--- src/rtl/pipe_ctrl_pkg.sv ---
// rtl/pipe_ctrl_pkg.sv - shared state, control bundle and control presets for pipe_hazard_ctrl
package pipe_ctrl_pkg;

    typedef enum logic [1:0] {
        RUN      = 2'd0,
        MEM_WAIT = 2'd1,
        ERR      = 2'd2
    } hz_state_e;

    typedef struct packed {
        logic pc_en;
        logic pc_sel;
        logic if_id_en;
        logic if_id_flush;
        logic id_ex_en;
        logic id_ex_flush;
        logic ex_mem_en;
        logic mem_wb_flush;
        logic mem_err;
    } pipe_ctrl_t;

    localparam pipe_ctrl_t PIPE_CTRL_DEFAULT = '{
        pc_en: 1'b1, pc_sel: 1'b0, if_id_en: 1'b1, if_id_flush: 1'b0,
        id_ex_en: 1'b1, id_ex_flush: 1'b0, ex_mem_en: 1'b1,
        mem_wb_flush: 1'b0, mem_err: 1'b0
    };

    // Whole pipe frozen, bubble pushed into WB while data memory is busy.
    localparam pipe_ctrl_t PIPE_CTRL_HOLD = '{
        pc_en: 1'b0, pc_sel: 1'b0, if_id_en: 1'b0, if_id_flush: 1'b0,
        id_ex_en: 1'b0, id_ex_flush: 1'b0, ex_mem_en: 1'b0,
        mem_wb_flush: 1'b1, mem_err: 1'b0
    };

    localparam pipe_ctrl_t PIPE_CTRL_ERR = '{
        pc_en: 1'b0, pc_sel: 1'b0, if_id_en: 1'b0, if_id_flush: 1'b0,
        id_ex_en: 1'b0, id_ex_flush: 1'b0, ex_mem_en: 1'b0,
        mem_wb_flush: 1'b1, mem_err: 1'b1
    };

    // Normal-flow controls once no memory stall applies; branch beats load-use.
    function automatic pipe_ctrl_t run_ctrl(input logic br_taken, input logic lu);
        pipe_ctrl_t c;
        c = PIPE_CTRL_DEFAULT;
        if (br_taken) begin
            c.pc_sel      = 1'b1;
            c.if_id_flush = 1'b1;
            c.id_ex_flush = 1'b1;
        end else if (lu) begin
            c.pc_en       = 1'b0;
            c.if_id_en    = 1'b0;
            c.id_ex_flush = 1'b1;
        end
        return c;
    endfunction

endpackage

--- src/rtl/hazard_lu_detect.sv ---
// rtl/hazard_lu_detect.sv - combinational load-use comparator between EX load and ID sources
module hazard_lu_detect (
    input  logic [4:0] rs1_addr,
    input  logic [4:0] rs2_addr,
    input  logic [4:0] rd_addr,
    input  logic       is_load,
    output logic       lu
);

    // x0 is never a real dependency.
    assign lu = is_load && (rd_addr != 5'd0) &&
                ((rd_addr == rs1_addr) || (rd_addr == rs2_addr));

endmodule

--- src/rtl/pipe_hazard_ctrl.sv ---
// rtl/pipe_hazard_ctrl.sv - pipeline stall/flush controller; PIPE_HAZARD_PERF_EN adds perf counters
module pipe_hazard_ctrl
    import pipe_ctrl_pkg::*;
#(
    parameter int MEM_TIMEOUT = 255,
    parameter int WAIT_W      = 8
) (
    input  logic        i_clk,
    input  logic        i_reset_n,
    input  logic [4:0]  ID_i_rs1_addr,
    input  logic [4:0]  ID_i_rs2_addr,
    input  logic [4:0]  EX_i_rd_addr,
    input  logic        EX_i_is_load,
    input  logic        EX_i_br_taken,
    input  logic        MEM_i_req,
    input  logic        MEM_i_ack,
    output logic        o_pc_en,
    output logic        o_pc_sel,
    output logic        o_if_id_en,
    output logic        o_if_id_flush,
    output logic        o_id_ex_en,
    output logic        o_id_ex_flush,
    output logic        o_ex_mem_en,
    output logic        o_mem_wb_flush,
    output logic        o_mem_err,
    output logic [31:0] o_stall_cnt,
    output logic [31:0] o_flush_cnt
);

    hz_state_e   state;
    logic [WAIT_W-1:0] wait_cnt;
    logic        lu;
    logic        ms;
    pipe_ctrl_t  ctrl;

    hazard_lu_detect u_lu (
        .rs1_addr (ID_i_rs1_addr),
        .rs2_addr (ID_i_rs2_addr),
        .rd_addr  (EX_i_rd_addr),
        .is_load  (EX_i_is_load),
        .lu       (lu)
    );

    assign ms = MEM_i_req && !MEM_i_ack;

    always_comb begin
        ctrl = PIPE_CTRL_DEFAULT;
        if (i_reset_n) begin
            case (state)
                RUN:      ctrl = ms ? PIPE_CTRL_HOLD : run_ctrl(EX_i_br_taken, lu);
                MEM_WAIT: ctrl = MEM_i_ack ? run_ctrl(EX_i_br_taken, lu) : PIPE_CTRL_HOLD;
                ERR:      ctrl = PIPE_CTRL_ERR;
                default:  ctrl = PIPE_CTRL_DEFAULT;
            endcase
        end
    end

    always_ff @(posedge i_clk) begin
        if (!i_reset_n) begin
            state    <= RUN;
            wait_cnt <= '0;
        end else begin
            case (state)
                RUN: begin
                    if (ms) begin
                        state    <= MEM_WAIT;
                        wait_cnt <= WAIT_W'(1);
                    end
                end
                MEM_WAIT: begin
                    if (MEM_i_ack) begin
                        state    <= RUN;
                        wait_cnt <= '0;
                    end else if (wait_cnt == WAIT_W'(MEM_TIMEOUT)) begin
                        state    <= ERR;
                    end else begin
                        wait_cnt <= wait_cnt + WAIT_W'(1);
                    end
                end
                ERR:     state <= ERR;
                default: state <= RUN;
            endcase
        end
    end

    assign o_pc_en        = ctrl.pc_en;
    assign o_pc_sel       = ctrl.pc_sel;
    assign o_if_id_en     = ctrl.if_id_en;
    assign o_if_id_flush  = ctrl.if_id_flush;
    assign o_id_ex_en     = ctrl.id_ex_en;
    assign o_id_ex_flush  = ctrl.id_ex_flush;
    assign o_ex_mem_en    = ctrl.ex_mem_en;
    assign o_mem_wb_flush = ctrl.mem_wb_flush;
    assign o_mem_err      = ctrl.mem_err;

`ifdef PIPE_HAZARD_PERF_EN
    logic [31:0] stall_cnt;
    logic [31:0] flush_cnt;

    always_ff @(posedge i_clk) begin
        if (!i_reset_n) begin
            stall_cnt <= '0;
            flush_cnt <= '0;
        end else begin
            if (!ctrl.pc_en)
                stall_cnt <= stall_cnt + 32'd1;
            if (ctrl.if_id_flush)
                flush_cnt <= flush_cnt + 32'd1;
        end
    end

    assign o_stall_cnt = stall_cnt;
    assign o_flush_cnt = flush_cnt;
`else
    assign o_stall_cnt = '0;
    assign o_flush_cnt = '0;
`endif

endmodule

--- config.mk ---
export PLATFORM = sky130hd
export DESIGN_NAME = pipe_hazard_ctrl
export DESIGN_NICKNAME = d
export VERILOG_FILES = /design/src/rtl/pipe_ctrl_pkg.sv /design/src/rtl/hazard_lu_detect.sv /design/src/rtl/pipe_hazard_ctrl.sv
export SDC_FILE = /design/constraint.sdc
export NUM_CORES = 1
export LEC_CHECK = 0
export ABC_AREA = 1
export CORE_MARGIN = 1.5
export CORE_UTILIZATION = 60
export DETAILED_ROUTE_END_ITERATION = 16
export DONT_BUFFER_PORTS = 1
export PLACE_DENSITY = 0.87
export SYNTH_ARGS = -nofsm -noshare
export SYNTH_HDL_FRONTEND = slang
export SYNTH_SLANG_ARGS = --single-unit
--- constraint.sdc ---
create_clock -name i_clk -period 2.9 [get_ports i_clk]
set_input_delay 0.29 -clock i_clk [delete_from_list [all_inputs] [get_ports i_clk]]
set_output_delay 0.29 -clock i_clk [all_outputs]
set_load 0.03 [all_outputs]
== Word-level counts from Yosys, hierarchy flattened ==
Index checks and enable logic that the tools add are counted.

* Add/sub/neg operators: 1
* Reduce and logical (&&, ||, !) cells: 10
* Equality and inequality tests: 8
* Muxes and demuxes: 17

{| class="wikitable"
|+ Operator list
! operator !! count
|-
| $mux 9 || 3
|-
| $pmux 9 s3 || 1
|-
| $mux 8 || 3
|-
| $pmux 8 s2 || 1
|-
| $eq 5x5->1 || 2
|-
| $add 8x1->8 const B || 1
|-
| $eq 8x8->1 const B || 1
|-
| $mux 2 || 3
|-
| $ne 3x3->1 const B || 2
|-
| $pmux 2 s3 || 1
|-
| $mux 1 || 5
|-
| $reduce_bool 5->1 || 1
|-
| $logic_and 1x1->1 || 3
|-
| $reduce_and 3->1 || 1
|-
| $eq 2x1->1 const B || 1
|-
| $eq 2x2->1 const B || 1
|-
| $logic_not 2->1 || 1
|-
| $ne 2x2->1 const B || 1
|-
| $reduce_and 2->1 || 1
|-
| $reduce_bool 2->1 || 1
|-
| $logic_not 1->1 || 1
|-
| $logic_or 1x1->1 || 1
|}

* Register bits after elaboration: 10
* Input bits: 21
* Output and inout port bits: 73

== Logic depth before layout (Yosys ltp) ==
* Depth in word-level cells: 8
* Mapped depth: 10

== Cells and area by module ==
A second synthesis with hierarchy kept.

* Cells, all modules: 221
* Area, all modules: 1393.8 µm²

{| class="wikitable"
|+ By module, submodules not included
! module !! sequential area each (µm²) !! times used !! area each (µm²) !! cells an instance
|-
| pipe_hazard_ctrl || 200.2 || 1 || 1198.6 || 176
|-
| hazard_lu_detect || 0.0 || 1 || 195.2 || 45
|}

== Least setup slack after synthesis ==
No wires, ideal clock.

* Path kind: register -> output
* From: reg state[0]
* To: out o_pc_en
* Setup slack: 0.745 ns
* Path buffers: 1
* Arrival time: 1.865 ns
* Stages on the path, launching flop included: 9
* Cell sequence: dfxtp_1 inv_2 nor2_1 nor3_1 nor2_1 inv_1 nand2_1 inv_1 buf_4

* Word-level cells in the longest chain between the ends: 3
* Elaborated cells on any way between the ends: 5
* Those cells by class: eq/ne (2); mux (2); reduce/logical (1)

{| class="wikitable"
|+ RTL lines
! what !! line !! text
|-
| from (decl) || pipe_hazard_ctrl.sv:30 || <nowiki>hz_state_e state;</nowiki>
|-
| from (signal assigned) || pipe_hazard_ctrl.sv:60 || <nowiki>state <= RUN;</nowiki>
|-
| from (signal assigned) || pipe_hazard_ctrl.sv:66 || <nowiki>state <= MEM_WAIT;</nowiki>
|-
| from (signal assigned) || pipe_hazard_ctrl.sv:72 || <nowiki>state <= RUN;</nowiki>
|-
| $eq 2x2->1 (tied with other cells) || pipe_hazard_ctrl.sv:49 || <nowiki>case (state)</nowiki>
|-
| $pmux 9 s3 (*) || pipe_hazard_ctrl.sv:49 ||
|-
| $mux 9 (*) || pipe_hazard_ctrl.sv:48 || <nowiki>if (i_reset_n) begin</nowiki>
|-
| to (decl) || pipe_hazard_ctrl.sv:17 || <nowiki>output logic o_pc_en,</nowiki>
|}

Mark *: on every way between the ends. The rest lies on a longest branch, timed or not.

== Final worst setup path ==
* From: reg state[0]
* To: out o_if_id_en

* Word-level cells in the longest chain between the ends: 3
* Elaborated cells on any way between the ends: 5
* Those cells by class: eq/ne (2); mux (2); reduce/logical (1)

{| class="wikitable"
|+ RTL lines
! what !! line !! text
|-
| $eq 2x2->1 (tied with other cells) || pipe_hazard_ctrl.sv:49 ||
|-
| $pmux 9 s3 (*) || pipe_hazard_ctrl.sv:49 ||
|-
| $mux 9 (*) || pipe_hazard_ctrl.sv:48 ||
|-
| to (decl) || pipe_hazard_ctrl.sv:19 || <nowiki>output logic o_if_id_en,</nowiki>
|}

Marked as above.

==> metrics.txt <==
final non-filler cell area 1141 um^2; Vias ~1100; initial antenna violation count 0; total power 420.0 uW; Worst Hold Class in -> reg; register area 200.2 um^2; Placement Cell Area 1119 um^2; Fin. Hold Viols 0; area occupied by multi-input gates 738.2 um^2; Die Y-Extent 50.06 um; Area Overhead vs Synth -14.12%; CTS Hold Bufs 0; Period minus WS final 2.213 ns; n_diodes 0; Critical Path Fanout Max 5; outcome finished clean; clock-pin slew on the worst setup and hold paths 0.06 ns; number of global-route vias before repair 880; Post-CTS Resized 0; CTS sink cnt 10; Worst setup endpoint o_if_id_en; TritonCTS Buffers 3; H-tree depth 1; Final period util 76.31%; P per Cell Area 368.1 nW/um^2; syn_area_per_cell 6.095 um^2; slew margin rel. 37.39%; Core Region 2022 um^2; Die W 50.06 um; post-synthesis register bit count 10; Top delay family on crit path simple AND/OR/NAND/NOR gates; Worst Hold Slack ~0.14 ns; Gate Count Post-Synth 218; Slew @ Worst Pin 0.9319 ns; Required @ worst endpoint around 2.6 ns; drt via density 4.287; CP max stage delay 0.48 ns; share of cells above drive strength 1 just under 6%; first-pass GRT wire length approximately 3.5 mm; yosys warns 0; Post-DP HPWL 1.701 mm; Worst Setup Path Type reg -> out; DRC viols 0; slowest CP cell nor2_1; CP Capture Type primary output; Post-Route WL around 2.0 mm; Worst R2R Path Depth 7; die area 2506 um^2; iteration count of the initial detailed-routing pass 6; Seq/Total Area, Yosys 15.07%; Layout Nets 244; skew final 0.008830 ns; Final ANT Viol Nets 0; clk_lat worst skew 0.27 ns; CP Buf/Inv Count 3; worst vdd ir 0.0002004 V; drt initial violations 18; Achievable Freq roughly 450 MHz; RR Startpoint wait_cnt[0]$_SDFFE_PN0P_; Buffers on Ports 0; clk buf depth 2; LEAKAGE 0.0006779 uW; unrepaired setup endpoints after global routing no; worst r2r dst state[1]$_SDFFE_PN0P_; Netlist cell types 24; Starting Density 65.72%; Setup crit start state[0]$_SDFFE_PN0P_; CTS root buf clkbuf_4; Critical Path Source Type flop; GR Util All Layers 17.98%; top-level port count 94; R2R Setup Slk ~1.4 ns; WP depth 7; Fill cells 212; WP data arrival 1.92 ns; crit path cell chain inv_2 -> nor2_1 -> nor3_1 -> nor2_1 -> inv_1 -> nand2_1 -> inv_1; GRT overflow 0; postcts setup bufs 0; routed len/inst 8.154 um; Setup Total Neg Slack 0 ns; final setup fails 0; clock tree from TritonCTS done; Max-Cap Viols 0; GPL Wtd Cong 0.8359; largest net degree at the start of global routing 11; Pins Over Slew Limit 0; Cell Area, Synth between 1000 and 1500 um^2; row cnt 16
==> sequential cells by signal (all words and copies together), names as in the netlist <==
register and flops:
wait_cnt 8, state 2
==> worst min-delay path by stage <==
stage | startpoint | depth (start not counted) | slack [ns] | endpoint
floorplan | i_reset_n | 2 | 0.41 | wait_cnt[5]$_SDFFE_PN0P_
global placement | i_reset_n | 2 | 0.42 | wait_cnt[5]$_SDFFE_PN0P_
detailed placement | i_reset_n | 2 | 0.42 | wait_cnt[5]$_SDFFE_PN0P_
CTS | i_reset_n | 2 | 0.14 | wait_cnt[5]$_SDFFE_PN0P_
global route | i_reset_n | 2 | 0.15 | wait_cnt[5]$_SDFFE_PN0P_
finish | i_reset_n | 2 | 0.14 | wait_cnt[5]$_SDFFE_PN0P_
==> area by class of cell <==
type / count / area share (%)
clock buffer: 3 / 1.974
multi-input combinational: 171 / 64.69
timing repair buffer: 3 / 1.974
inverter: 33 / 10.86
tap: 27 / 2.961
sequential: 10 / 17.54
==> synth_stat cells <==
cell type / n / area, um^2
nor3_1: 3 / 15.01
nand4_1: 2 / 12.51
nor2_1: 26 / 97.59
nor3_2: 1 / 10.01
nand2_1: 40 / 150.1
nand3b_1: 1 / 7.510
nand2_4: 1 / 11.26
buf_4: 67 / 503.0
dfxtp_1: 10 / 200.2
nand2_2: 1 / 6.260
inv_1: 30 / 112.6
o21ai_1: 1 / 5.000
o21bai_1: 2 / 15.01
inv_2: 3 / 11.26
ha_1: 1 / 12.51
xor2_1: 1 / 8.760
nor2_2: 1 / 6.260
xnor2_1: 2 / 17.52
o21ai_0: 4 / 20.02
a31oi_1: 1 / 6.260
or2_0: 1 / 6.260
a21oi_1: 6 / 30.03
nand3_1: 12 / 60.06
conb_1: 1 / 3.750
==> power by group <==
part | internal [uW] | switching [uW]
clock | 47.8 | 45.4
sequential | 140 | 2.66
combinational | 23.6 | 161
==> per-stage QoR <==
stage,instances,setup WS [ns],util [%]
6_report,247,0.6870,56.44
5_1_grt,247,0.5021,56.44
4_1_cts,247,0.6901,56.44
3_5_place_dp,244,0.9916,55.32
3_3_place_gp,244,1.043,55.32
2_1_floorplan,281,0.7453,-
==> layer usage <==
layer	up-vias	GRT usage (%)	wire [um]
met5	-	0	0
met4	0	6.481	21
met3	4	6.970	251
met2	77	31.58	936
met1	442	19.22	805
li1	536	-	-
==> kinds of logic (layout without fill, tap and decap cells) <==
family	after synthesis	in the layout	synth area share (%)
adder cells (fa/ha/maj)	1	1	0.9415
flip-flops	10	10	15.07
XOR/XNOR	3	3	1.978
AND/OR/NAND/NOR	89	89	28.81
other	1	64	0.2822
AO/OA/AOI/OAI	14	14	5.744
buffers and inverters	100	39	47.18
==> cells in the final DEF, fill, tap and decap left out <==
cell      netlist  layout
conb_1          1      64
nand2_1        40      40
inv_1          30      30
nor2_1         26      26
nand3_1        12      12
dfxtp_1        10      10
a21oi_1         6       6
o21ai_0         4       4
inv_2           3       3
nor3_1          3       3
clkbuf_4        0       3
buf_4          67       3
xnor2_1         2       2
nand4_1         2       2
o21bai_1        2       2
nor2_2          1       1
nand2_4         1       1
xor2_1          1       1
nor3_2          1       1
a31oi_1         1       1
o21ai_1         1       1
or2_0           1       1
nand3b_1        1       1
nand2_2         1       1
ha_1            1       1
(Power assumes the default switching activity.)
